<file path="config.mk">
export PLATFORM = sky130hd
export DESIGN_NAME = dual_issue_scheduler
export DESIGN_NICKNAME = d
export VERILOG_FILES = /design/src/rtl/mips_defs.sv /design/src/rtl/instr_decode.sv /design/src/rtl/dual_issue_scheduler.sv
export SDC_FILE = /design/constraint.sdc
export NUM_CORES = 1
export LEC_CHECK = 0
export CORE_ASPECT_RATIO = 0.6
export CORE_MARGIN = 8
export CORE_UTILIZATION = 55
export CTS_BUF_LIST = sky130_fd_sc_hd__clkbuf_8
export DETAILED_ROUTE_END_ITERATION = 8
export PLACE_DENSITY = 0.78
export SLEW_MARGIN = 30
export SYNTH_ARGS = -nofsm -noshare
export SYNTH_HDL_FRONTEND = slang
export SYNTH_SLANG_ARGS = --single-unit
</file>
<file path="constraint.sdc">
create_clock -name clk -period 6.65 [get_ports clk]
set_input_delay 1.33 -clock clk [delete_from_list [all_inputs] [get_ports clk]]
set_output_delay 1.33 -clock clk [all_outputs]
set_load 0.01 [all_outputs]
</file>
<file path="src/rtl/mips_defs.sv">
// Shared MIPS opcode constants, instruction classes and decode bundle
// used by the dual-issue scheduler.
package mips_defs;

    localparam logic [5:0] OP_RT    = 6'h00;
    localparam logic [5:0] OP_J     = 6'h02;
    localparam logic [5:0] OP_JAL   = 6'h03;
    localparam logic [5:0] OP_BEQ   = 6'h04;
    localparam logic [5:0] OP_BNE   = 6'h05;
    localparam logic [5:0] OP_ADDI  = 6'h08;
    localparam logic [5:0] OP_ADDIU = 6'h09;
    localparam logic [5:0] OP_SLTI  = 6'h0a;
    localparam logic [5:0] OP_SLTIU = 6'h0b;
    localparam logic [5:0] OP_ANDI  = 6'h0c;
    localparam logic [5:0] OP_ORI   = 6'h0d;
    localparam logic [5:0] OP_XORI  = 6'h0e;
    localparam logic [5:0] OP_LUI   = 6'h0f;
    localparam logic [5:0] OP_LW    = 6'h23;
    localparam logic [5:0] OP_SW    = 6'h2b;

    localparam logic [31:0] NOP = 32'h0000_0000;

    typedef enum logic [1:0] {
        CLS_ALU = 2'd0,
        CLS_MEM = 2'd1,
        CLS_BR  = 2'd2
    } iclass_e;

    typedef struct packed {
        logic [4:0] dest;
        logic [4:0] rs;
        logic [4:0] rt;
        logic       rs_used;
        logic       rt_used;
        iclass_e    cls;
    } dec_t;

    // $0 is hard-wired, so a match on it is never a hazard.
    function automatic logic src_hits(dec_t x, logic [4:0] r);
        return (r != 5'd0) &&
               ((x.rs_used && x.rs == r) || (x.rt_used && x.rt == r));
    endfunction

endpackage

</file>
<file path="src/rtl/instr_decode.sv">
// Combinational decode of one instruction into destination, used
// sources and issue class.
module instr_decode
    import mips_defs::*;
(
    input  logic [31:0] instr_i,
    output dec_t        dec_o
);

    logic [5:0] op;
    logic       unused_bits;

    assign op          = instr_i[31:26];
    assign unused_bits = ^instr_i[10:0];

    always_comb begin
        dec_o         = '0;
        dec_o.rs      = instr_i[25:21];
        dec_o.rt      = instr_i[20:16];
        dec_o.rs_used = 1'b1;
        dec_o.cls     = CLS_ALU;
        unique case (op)
            OP_RT: begin
                dec_o.dest    = instr_i[15:11];
                dec_o.rt_used = 1'b1;
            end
            OP_ADDI, OP_ADDIU, OP_ANDI, OP_ORI,
            OP_XORI, OP_SLTI, OP_SLTIU: begin
                dec_o.dest = instr_i[20:16];
            end
            OP_LUI: begin
                dec_o.dest    = instr_i[20:16];
                dec_o.rs_used = 1'b0;
            end
            OP_LW: begin
                dec_o.dest = instr_i[20:16];
                dec_o.cls  = CLS_MEM;
            end
            OP_SW: begin
                dec_o.rt_used = 1'b1;
                dec_o.cls     = CLS_MEM;
            end
            OP_BEQ, OP_BNE: begin
                dec_o.rt_used = 1'b1;
                dec_o.cls     = CLS_BR;
            end
            OP_J: begin
                dec_o.rs_used = 1'b0;
                dec_o.cls     = CLS_BR;
            end
            OP_JAL: begin
                dec_o.dest    = 5'd31;
                dec_o.rs_used = 1'b0;
                dec_o.cls     = CLS_BR;
            end
            default: begin
            end
        endcase
    end

endmodule

</file>
<file path="src/rtl/dual_issue_scheduler.sv">
// In-order dual-issue scheduler: instruction FIFO, pairing/steering
// logic and a per-lane E/M/WB destination scoreboard.
module dual_issue_scheduler
    import mips_defs::*;
#(
    parameter int DEPTH = 4,
    parameter int PTR_W = 2
) (
    input  logic             clk,
    input  logic             rst,
    input  logic             in_valid1,
    input  logic             in_valid2,
    input  logic [31:0]      in_instr1,
    input  logic [31:0]      in_instr2,
    output logic             in_ready,
    input  logic             hold,
    input  logic             flush,
    output logic             iss_valid1,
    output logic             iss_valid2,
    output logic [31:0]      iss_instr1,
    output logic [31:0]      iss_instr2,
    output logic [PTR_W:0]   occupancy
);

    localparam logic [PTR_W:0] FILL_MAX = (PTR_W + 1)'(DEPTH - 2);

    logic [31:0]        mem_q [DEPTH];
    logic [PTR_W-1:0]   rd_ptr_q, rd_ptr_d;
    logic [PTR_W-1:0]   wr_ptr_q, wr_ptr_d;
    logic [PTR_W:0]     cnt_q, cnt_d;
    logic [2:0][4:0]    sb1_q, sb1_d;
    logic [2:0][4:0]    sb2_q, sb2_d;

    logic [31:0]        instr_a, instr_b;
    dec_t               dec_a, dec_b;
    logic               a_present, b_present;
    logic               a_ready, b_ready;
    logic               indep, pair_ok;
    logic [4:0]         dest1, dest2;
    logic               enq;
    logic [PTR_W:0]     enq_cnt, deq_cnt;

    function automatic logic sb_busy(dec_t x,
                                     logic [2:0][4:0] s1,
                                     logic [2:0][4:0] s2);
        logic b;
        b = 1'b0;
        for (int i = 0; i < 3; i++) begin
            b = b | src_hits(x, s1[i]) | src_hits(x, s2[i]);
        end
        return b;
    endfunction

    assign instr_a   = mem_q[rd_ptr_q];
    assign instr_b   = mem_q[rd_ptr_q + PTR_W'(1)];
    assign a_present = (cnt_q != '0);
    assign b_present = (cnt_q >= (PTR_W + 1)'(2));

    instr_decode u_dec_a (
        .instr_i (instr_a),
        .dec_o   (dec_a)
    );

    instr_decode u_dec_b (
        .instr_i (instr_b),
        .dec_o   (dec_b)
    );

    assign a_ready = !sb_busy(dec_a, sb1_q, sb2_q);
    assign b_ready = !sb_busy(dec_b, sb1_q, sb2_q);

    // B pairs with A only without RAW on A's result and without WAW.
    assign indep = !src_hits(dec_b, dec_a.dest) &&
                   !((dec_a.dest != 5'd0) && (dec_a.dest == dec_b.dest));
    assign pair_ok = b_present && b_ready && indep;

    always_comb begin
        iss_valid1 = 1'b0;
        iss_valid2 = 1'b0;
        iss_instr1 = NOP;
        iss_instr2 = NOP;
        dest1      = 5'd0;
        dest2      = 5'd0;
        if (!hold && !flush && a_present && a_ready) begin
            unique case (dec_a.cls)
                CLS_BR: begin
                    iss_valid1 = 1'b1;
                    iss_instr1 = instr_a;
                    dest1      = dec_a.dest;
                end
                CLS_MEM: begin
                    iss_valid2 = 1'b1;
                    iss_instr2 = instr_a;
                    dest2      = dec_a.dest;
                    if (pair_ok && dec_b.cls == CLS_ALU) begin
                        iss_valid1 = 1'b1;
                        iss_instr1 = instr_b;
                        dest1      = dec_b.dest;
                    end
                end
                default: begin
                    iss_valid1 = 1'b1;
                    iss_instr1 = instr_a;
                    dest1      = dec_a.dest;
                    if (pair_ok && dec_b.cls != CLS_BR) begin
                        iss_valid2 = 1'b1;
                        iss_instr2 = instr_b;
                        dest2      = dec_b.dest;
                    end
                end
            endcase
        end
    end

    assign in_ready  = (cnt_q <= FILL_MAX);
    assign occupancy = cnt_q;
    assign enq       = in_ready && in_valid1 && !flush;
    assign enq_cnt   = enq ? (in_valid2 ? (PTR_W + 1)'(2) : (PTR_W + 1)'(1))
                           : '0;
    assign deq_cnt   = (PTR_W + 1)'(iss_valid1) + (PTR_W + 1)'(iss_valid2);

    always_comb begin
        rd_ptr_d = rd_ptr_q + deq_cnt[PTR_W-1:0];
        wr_ptr_d = wr_ptr_q + enq_cnt[PTR_W-1:0];
        cnt_d    = cnt_q - deq_cnt + enq_cnt;
        sb1_d    = sb1_q;
        sb2_d    = sb2_q;
        // Older in-flight results keep draining through a flush.
        if (flush || !hold) begin
            sb1_d = {sb1_q[1:0], dest1};
            sb2_d = {sb2_q[1:0], dest2};
        end
        if (flush) begin
            rd_ptr_d = '0;
            wr_ptr_d = '0;
            cnt_d    = '0;
        end
    end

    always_ff @(posedge clk) begin
        if (rst) begin
            rd_ptr_q <= '0;
            wr_ptr_q <= '0;
            cnt_q    <= '0;
            sb1_q    <= '0;
            sb2_q    <= '0;
        end else begin
            rd_ptr_q <= rd_ptr_d;
            wr_ptr_q <= wr_ptr_d;
            cnt_q    <= cnt_d;
            sb1_q    <= sb1_d;
            sb2_q    <= sb2_d;
        end
    end

    always_ff @(posedge clk) begin
        if (!rst && enq) begin
            mem_q[wr_ptr_q] <= in_instr1;
            if (in_valid2) begin
                mem_q[wr_ptr_q + PTR_W'(1)] <= in_instr2;
            end
        end
    end

endmodule
</file>
==> results.toml, run 1 <==
[status]
status = "complete, no violations"

[drt]
drtIter0Drc = 1492
drc_errors = 0
drtAntennaViolNets = 0
routed_via_density = 6.55
routed_wl_mm = 40.6
wl_per_cell_um = 25.2
via_count = 10532
drt-pass1-iter-count = 6

[sta]
tightestPinTransition_ps = 920
setup_viol = 0
period_share_pct = 97.7
hold_slack_ps = 593
slew_headroom_pct = 38.7
hold_violations = 0
maxSlewViolCount = 0
clock.fmax_mhz = 154
skew_ps = 16.6
fin_crit_ps = 6500

[power]
switching_share_pct = 30.9
peakVddDrop_uv = 138
p_sw_mw = 0.708
p_int_mw = 1.59
p_leak_nw = 4.52
p_comb_share_pct = 20.4
power_frac_seq_pct = 49.7
clkPwrFrac_pct = 30.0
powerDensity_nw_per_um2 = 158

[critical_path]
startpoint_type = "register"
worst_ep_required_time_ps = 5320
reg2reg_slack_ps = 930
reg2reg_to = "occupancy[2]"
reg2reg_depth = 18
r2r-start = "rd_ptr_q[0]"
arrival_ps = 5170
crit_path_end_kind = "primary output"
max_stage_delay_ps = 740
cp_max_fo = 23
path_class = "reg2out"
crit_chain = "mux4_2, or4b_1, a21oi_1, or2_1, xor2_1, nor4b_1, a31oi_2, a31oi_4, buf_4, o22ai_1, clkdlybuf4s50_1"
critPathSlowestCell = "mux4_2"

[floorplanning]
die_area_um2 = 28500
die_y_um = 134
rows = 43
core_area_um2 = 22900
io_pins = 140
dieWidth_um = 213
start_util_pct = 55.6

[cells_and_area]
final_cell_mix = "140 x mux2_2, 139 x clkdlybuf4s50_1, 128 x edfxtp_1"
post-route-util_pct = 63.4
final_common_cell = "mux2_2"
final_nets = 1358
drive_gt1_share_pct = 24.1
register_area_um2 = 4590
instances_no_fill = 1609
area_delta_synth_final_pct = 14.0
multi_input_area_um2 = 7350
num-fill-cells = 1816

[grt]
grt_pass1_vias = 9896
grt_max_degree = 63
grt_pass1_wl_mm = 60.7
gr-total-overflow = 0
grt_antenna_before_repair = 1
grt_usage_pct = 27.7

[clock_network]
clock_latency_ps = 480
cts.path.max_buffers = 2
cts_tree = "built"
cts.reportedPaths.clkPinSlew_ps = 110
clock_sinks = 165
clockRootBuffer = "clkbuf_8"
cts.htree.levels = 4
numCtsBuffers = 17

[place]
io_buffer_count = 139
dpl.hpwl_mm = 28.9
placed_cells = 1573
gp_congestion = 1.04

[yosys]
synth_seq_cells = 165
ys_async_sr_fraction_pct = 0
syn_inst = 1231
syn_area_per_cell_um2 = 10.4
syn-cell-area_um2 = 12800
synth_flop_cell = "edfxtp_1"
synth-edff-count = 128
synthDistinctLibCells = 70
synth_nets = 1309
yosysSeqAreaShare_pct = 36.0
synth-warning-count = 0

[job]
max_cap_viol_count = 0

[min_path]
worstHoldStart = "sb1_q[12]"
whs_endpoint = "sb1_q[12]"
hold_class = "reg2reg"
whs_path_depth = 2
-- layout make-up --
type | instances | share of cell area, %
repair buffers | 171 | 11.8
inverters | 35 | 0.904
clock inverters | 15 | 0.826
multi-input cells | 890 | 50.6
flip-flops and latches | 165 | 31.6
well taps | 315 | 2.71
diodes | 1 | 0.0172
clock buffers | 17 | 1.61
-- worst max-delay path: cells and delay by family (launching register included) --
family          cells  cell delay [ps]
flops               1              590
compound gates      4              940
mux                 1              740
xor+xnor            1              120
buf+inv             2              910
simple gates        3             1360
-- power by group through the flow --
stage	Combinational [mW]	Clock (mW)	Sequential, mW
after floorplan	0.317	0	1.16
after global placement	0.442	0	1.16
after detailed placement	0.450	0	1.16
after CTS	0.453	0.687	1.14
after global routing	0.493	0.734	1.14
final	0.468	0.688	1.14
-- stage by stage --
| step | setup slack, ps | area (µm²) | total power, mW | TNS (ps) |
|---|---|---|---|---|
| after floorplan | 1570 | 12800 | 1.48 | 0 |
| after global placement | 613 | 14100 | 1.60 | 0 |
| after detailed placement | 620 | 14100 | 1.61 | 0 |
| after CTS | 14.5 | 14500 | 2.28 | 0 |
| after global routing | -1.15 | 14500 | 2.37 | -1.64 |
| final | 152 | 14500 | 2.29 | 0 |
-- synthesized netlist by cell type (all sizes together) (33+ instances only) --
master    n  area (µm²)
xor2     33         289
nand4    50         313
a21oi    83         490
o21ai    35         175
buf      61         440
nor2     46         173
dfxtp    37         741
clkbuf   80         303
mux2    140        1580
xnor2   107         937
edfxtp  128        3840
nand2   109         409
o22ai    42         388
inv      34         128
mux4     41         923
-- layer usage --
layer	vias up	wire (µm)	track usage, %	part of all wire (%)
met4	0	827	7.26	2.0
met1	5092	17200	40.6	42
li1	4629	-	-	-
met3	70	5840	9.58	14
met2	741	16700	38.1	41
met5	-	0	0	0
-- state kept, by name, summed over array words and instances, names as in the netlist --
name       flops
sb1_q         15
wr_ptr_q       2
mem_q        128
sb2_q         15
rd_ptr_q       2
occupancy      3
-- cells by family after synthesis --
| kind of cell | Yosys count | share of synthesized area (%) |
|---|---|---|
| and+or+nand+nor | 330 | 13.5 |
| buffers and inverters | 176 | 6.86 |
| muxes | 205 | 21.5 |
| adders and majority gates | 8 | 0.903 |
| xor gates and xnor gates | 140 | 9.62 |
| AOI/OAI and AO/OA | 207 | 11.7 |
| DFF | 165 | 36.0 |
-- timing repair --
action | in CTS | in global routing
resized for setup | 0 | 4
endpoints found under the setup margin | 0 | 36
setup buffers | 0 | 3
endpoints found under the hold margin | 0 | 0
hold buffers | 0 | 0
-- worst max-delay path by stage --
| stage | from | end | slack (ps) | depth (start not counted) |
|---|---|---|---|---|
| 3_5_place_dp | rd_ptr_q[0] | iss_instr1[31] | 620 | 12 |
| 5_1_grt | rd_ptr_q[0] | iss_instr1[4] | -1 | 11 |
| 2_1_floorplan | rd_ptr_q[0] | occupancy[2] | 1570 | 23 |
| 3_3_place_gp | rd_ptr_q[0] | iss_instr1[31] | 610 | 12 |
| 4_1_cts | rd_ptr_q[0] | iss_instr1[31] | 10 | 12 |
| 6_report | rd_ptr_q[0] | iss_instr1[1] | 150 | 11 |
No activity file was read; power rests on OpenSTA's default activity.
==> inputs of run 2 (changes only) <==
--- a/config.mk
+++ b/config.mk
@@ -5,12 +5,15 @@
 export SDC_FILE = /design/constraint.sdc
 export NUM_CORES = 1
 export LEC_CHECK = 0
+export ABC_CLOCK_PERIOD_IN_PS = 6650
+export CELL_PAD_IN_SITES_DETAIL_PLACEMENT = 1
+export CELL_PAD_IN_SITES_GLOBAL_PLACEMENT = 1
 export CORE_ASPECT_RATIO = 0.6
 export CORE_MARGIN = 8
-export CORE_UTILIZATION = 55
+export CORE_UTILIZATION = 47
 export CTS_BUF_LIST = sky130_fd_sc_hd__clkbuf_8
 export DETAILED_ROUTE_END_ITERATION = 8
-export PLACE_DENSITY = 0.78
+export PLACE_DENSITY = 0.84
 export SLEW_MARGIN = 30
 export SYNTH_ARGS = -nofsm -noshare
 export SYNTH_HDL_FRONTEND = slang
==> results.toml, run 2 (same netlist as run 1, synthesis figures left out) <==
[drt]
routed_wl_mm = 46.5
via_count = 10868
drtAntennaViolNets = 0
drtIter0Drc = 1416
drt-pass1-iter-count = 5
drc_errors = 0
wl_per_cell_um = 28.0
routed_via_density = 6.54

[power]
clkPwrFrac_pct = 32.1
power_frac_seq_pct = 47.2
peakVddDrop_uv = 130
p_leak_nw = 4.59
p_sw_mw = 0.752
p_comb_share_pct = 20.7
powerDensity_nw_per_um2 = 164
finalPower_mw = 2.41
switching_share_pct = 31.2
p_int_mw = 1.66

[place]
postPlaceCellArea_um2 = 14100
dpl.hpwl_mm = 33.0
gp_congestion = 0.984
placed_cells = 1617
io_buffer_count = 139
dp_slack_ps = 588

[min_path]
worstHoldStart = "sb1_q[12]"
whs_endpoint = "sb1_q[12]"
whs_path_depth = 2
hold_class = "reg2reg"

[sta]
hold_violations = 0
skew_ps = 16.7
period_share_pct = 96.4
rsz0062_at_grt = "no"
tightestPinTransition_ps = 804
hold_slack_ps = 595
fin_crit_ps = 6410
tns_ps = 0
slew_headroom_pct = 46.4
maxSlewViolCount = 0
setup_viol = 0
clock.fmax_mhz = 156
fin_ws_ps = 242

[critical_path]
crit_chain = "mux4_2, and3b_1, a32oi_4, nor4_1, o22ai_1, o2111ai_1, nor4_2, a31oi_4, buf_12, buf_12, a21oi_1, clkdlybuf4s50_1"
worst_ep_required_time_ps = 5320
cp.buffers_inverters = 3
r2r-start = "rd_ptr_q[1]"
reg2reg_slack_ps = 880
critPathSlowestCell = "dfxtp_4"
crit_family = "compound AO/OA/AOI/OAI gates"
cp_max_fo = 39
reg2reg_to = "occupancy[2]"
reg2reg_depth = 20
critPathLaunch = "rd_ptr_q[1]"
arrival_ps = 5080
startpoint_type = "register"
crit_path_end_kind = "primary output"
cpMostUsedCell = "buf_12"
path_class = "reg2out"
max_stage_delay_ps = 690

[floorplanning]
io_pins = 140
start_util_pct = 48.1
die_area_um2 = 32800
dieWidth_um = 229
rows = 46
core_area_um2 = 26500
die_y_um = 144

[cells_and_area]
drive_gt1_share_pct = 24.6
top_regs = "mem_q (128), sb1_q (15), sb2_q (15)"
final_common_cell = "mux2_2"
regMostFlops = "mem_q"
largest_reg_flops = 128
fin_area_um2 = 14700
post-route-util_pct = 55.3
final_cell_mix = "140 x mux2_2, 139 x clkdlybuf4s50_1, 128 x edfxtp_1"
final_nets = 1367
area_delta_synth_final_pct = 15.1
instances_no_fill = 1663

[grt]
grt_pass1_vias = 10920
grt_pass1_wl_mm = 70.1
grt_usage_pct = 27.8
grt_antenna_before_repair = 1
gr-total-overflow = 0
grt_max_degree = 63

[clock_network]
cts.path.max_buffers = 2
holdBufCountCts = 0
cts.reportedPaths.clkPinSlew_ps = 100
clockRootBuffer = "clkbuf_8"
numCtsBuffers = 17
cts_tree = "built"
clock_sinks = 165
cts.htree.levels = 4
clock_latency_ps = 520

[job]
max_cap_viol_count = 0

[status]
status = "complete, no violations"
[run 2: cell types whose count changed in the layout (fill, tap and decap cells not counted), moves of 2 or more]
| cell | previous run | this run |
|---|---|---|
| buf_16 | 3 | 0 |
| inv_6 | 4 | 6 |
| inv_8 | 3 | 1 |
| nor2_2 | 2 | 4 |
| buf_12 | 1 | 4 |
| buf_4 | 26 | 35 |
| clkinvlp_4 | 4 | 0 |
| nor2_4 | 2 | 0 |
| clkbuf_8 | 17 | 19 |
[run 2: layout make-up]
| cell class | count | area [µm²] |
|---|---|---|
| diodes | 1 | 2.50 |
| clock buffers | 19 | 262 |
| clock inverters | 13 | 138 |
| fillers | 2796 | 11900 |
| inverters | 35 | 131 |
| multi-input cells | 890 | 7340 |
| flip-flops and latches | 165 | 4590 |
| well taps | 360 | 450 |
| repair buffers | 180 | 1760 |
[run 2: power by group through the flow]
stage / Clock, mW / Sequential, mW / Combinational, mW
6_report: 0.775 / 1.14 / 0.498
5_1_grt: 0.811 / 1.14 / 0.526
4_1_cts: 0.776 / 1.14 / 0.471
3_5_place_dp: 0 / 1.16 / 0.466
3_3_place_gp: 0 / 1.16 / 0.447
2_1_floorplan: 0 / 1.16 / 0.317
[run 2: worst reg2reg max path, stage by stage (launching register included)]
cell and delay [ps]:
dfxtp_4 690, buf_4 360, mux2i_1 290, mux2_2 420, xnor2_1 160, nor3_1 80, nor4_1 460, a32oi_1 200
nor3_4 310, buf_6 400, nand2_1 110, o21ai_0 410, ha_1 350, ha_1 290, inv_1 60, ha_1 130
inv_1 50, fa_1 430, xnor2_1 220, xnor2_1 150, nor3_1 60
[run 2: how the worst max path moves through the flow]
stage,slack (ps),cells past startpoint,to
after floorplan,1570,23,occupancy[2]
after global placement,660,12,iss_instr2[0]
after detailed placement,590,12,iss_instr1[31]
after CTS,20,12,iss_instr2[0]
after global routing,100,12,iss_instr2[0]
final,240,12,iss_instr2[0]
[run 2: what timing repair did]
item                                    4_1_cts  5_1_grt
endpoints found under the setup margin        2       62
setup buffers                                 0       13
gates resized for setup                       1        3
pin swaps                                     0        1
cloned                                        0        0
[run 2: per-layer routing]
layer	routed length (µm)	part of all wire (%)	vias up	track usage, %
met5	0	0	-	0
met4	1130	2.4	0	8.78
met3	4600	9.9	95	6.99
met2	20400	44	629	42.0
met1	20400	44	5479	38.7
li1	-	-	4665	-
==> patch (settings of run 1) <==
Take the reset off `sb1_q` and `sb2_q` and load them in a clocked block of their own.
--- a/src/rtl/dual_issue_scheduler.sv
+++ b/src/rtl/dual_issue_scheduler.sv
@@ -144,4 +144,2 @@
             cnt_q    <= '0;
-            sb1_q    <= '0;
-            sb2_q    <= '0;
         end else begin
@@ -150,5 +148,8 @@
             cnt_q    <= cnt_d;
-            sb1_q    <= sb1_d;
-            sb2_q    <= sb2_d;
         end
+    end
+
+    always_ff @(posedge clk) begin
+        sb1_q <= sb1_d;
+        sb2_q <= sb2_d;
     end
Function: not settled (the Yosys comparison gave no result); the edit may change what the design does.
==> patch against run 1 <==
Total power is 1.4% higher; cell count fell by 11%; synthesized area shrank 5.2%; sequential cell count is the same; setup slack got worse by 0.13 ns; wire length down 11%; cell area decreased by 3.6%; via count decreased by 11%; count of clock-buffer cells in the layout unchanged; sequential share of layout area increased by 3.3 points; critical path type unchanged; critical endpoint is now iss_instr2[28]; largest cell class unchanged; largest power group unchanged; highest routed layer is now met5.
==> patch: results (changes against run 1) <==
[worst_setup_path]
cp.arrival_ns = 5.30  ; was 5.17 ns
cp_slowest_cell = dfxtp_4  ; was mux4_2
crit_fanout = 38  ; was 23
cp_slowest_stage_delay_ns = 0.70  ; was 0.74 ns
crit_start = rd_ptr_q[1]  ; was rd_ptr_q[0]

[place]
post-place-ws_ns = 0.606  ; was 0.620 ns
dp.cells = 1392  ; was 1,573
place_congestion = 0.975  ; was 1.04

[finish]
antennaDiodeCount = 0  ; was 1
nets = 1205  ; was 1,358

[sta]
worst_slew_pin_slew_ns = 0.806  ; was 0.920 ns

[route]
dr_wl_met2_um = 15300  ; was 16,700 um
top_layer = met5  ; was met4
met1_length_um = 15900  ; was 17,200 um
via_per_inst = 6.57  ; was 6.55

[outcome]
outcome = completed  ; unchanged

[logic_synthesis]
seq_area_frac_synth_pct = 40.4  ; was 36.0%
ys_top_cells_by_area = edfxtp_1, mux2_2, mux4_2, xnor2_1, xor2_1  ; was edfxtp_1, mux2_2, xnor2_1, mux4_2, dfxtp_1
synth.distinct_cells = 53  ; was 70
syn_inst = 1054  ; was 1,231
synth_edf_count = 158  ; was 128

[hold_path]
hp-start = occupancy[2]  ; was sb1_q[12]

[pwr]
p_leak_nw = 4.50  ; was 4.52 nW
peakVddDrop_uv = 137  ; was 138 uV

[global_routing]
grt_pass1_wl_um = 54200  ; was 60,700 um
grt_usage_pct = 25.9  ; was 27.7%

[patch: cell count changes after synthesis, moves of 23 or more]
cell,delta
edfxtp_1,+30
xor2_1,+23
nand2_1,-27
nand4_1,-36
o32ai_1,+43
a21oi_1,-35
o21ai_0,-28
dfxtp_1,-30
[patch: path summary, 6_finish.rpt]
path                                  endpoint  slack, ns  cells past startpoint
worst max-delay path            iss_instr2[28]       0.02                     12
worst min-delay path              occupancy[2]       0.63                      2
worst max register to register    occupancy[2]       0.92                     18
worst min register to register    occupancy[2]       0.63                      2
[patch: per-stage QoR]
step           hold WS [ns]  area [um^2]
2_1_floorplan         0.424        12100
3_3_place_gp          0.592        13500
3_5_place_dp          0.607        13600
4_1_cts               0.620        14000
5_1_grt               0.654        14000
6_report              0.626        14000
[patch: layer usage]
metal	track usage (%)	vias up
met3	7.15	62
li1	-	4114
met4	6.53	2
met5	0	-
met2	38.4	623
met1	37.0	4567
[patch: what timing repair did]
item	4_1_cts	5_1_grt
hold endpoints to repair	0	0
resized for setup	0	1
setup buffers	0	1
setup endpoints to repair	0	62
[patch: worst reg2reg max path: stages (launching register included)]
cell,delay [ns]
dfxtp_4,0.63
buf_12,0.26
mux4_2,0.63
and4b_4,0.41
a22oi_4,0.10
o221ai_1,0.52
xor2_1,0.15
nor4_1,0.51
and2_4,0.54
o31ai_1,0.16
ha_1,0.37
ha_1,0.29
inv_1,0.06
ha_1,0.13
inv_1,0.05
fa_1,0.42
xnor2_1,0.17
xnor2_1,0.14
nor3_1,0.05
[patch: cell families (layout without fill, tap and decap cells)]
| group | Yosys count | after routing | synth area share (%) |
|---|---|---|---|
| xor+xnor | 143 | 143 | 10.4 |
| mux | 216 | 216 | 23.0 |
| simple gates | 241 | 242 | 9.83 |
| fa+ha+maj | 8 | 8 | 0.952 |
| flops | 165 | 165 | 40.4 |
| buf+inv | 148 | 233 | 5.98 |
| compound gates | 133 | 133 | 9.44 |
[patch: where the power goes]
group | internal [W] | switching [W] | leakage (nW) | total (W)
Combinational | 0.000190 | 0.000215 | 2.77 | 0.000405
Sequential | 0.00117 | 0.0000413 | 1.54 | 0.00121
Clock | 0.000299 | 0.000412 | 0.185 | 0.000711
Total | 0.00166 | 0.000669 | 4.50 | 0.00233
[patch: area by class of cell]
type,count,area share (%)
flip-flops and latches,165,34.9
clock inverters,15,0.946
multi-input cells,742,46.6
well taps,286,2.55
clock buffers,17,1.67
inverters,31,0.830
repair buffers,170,12.5
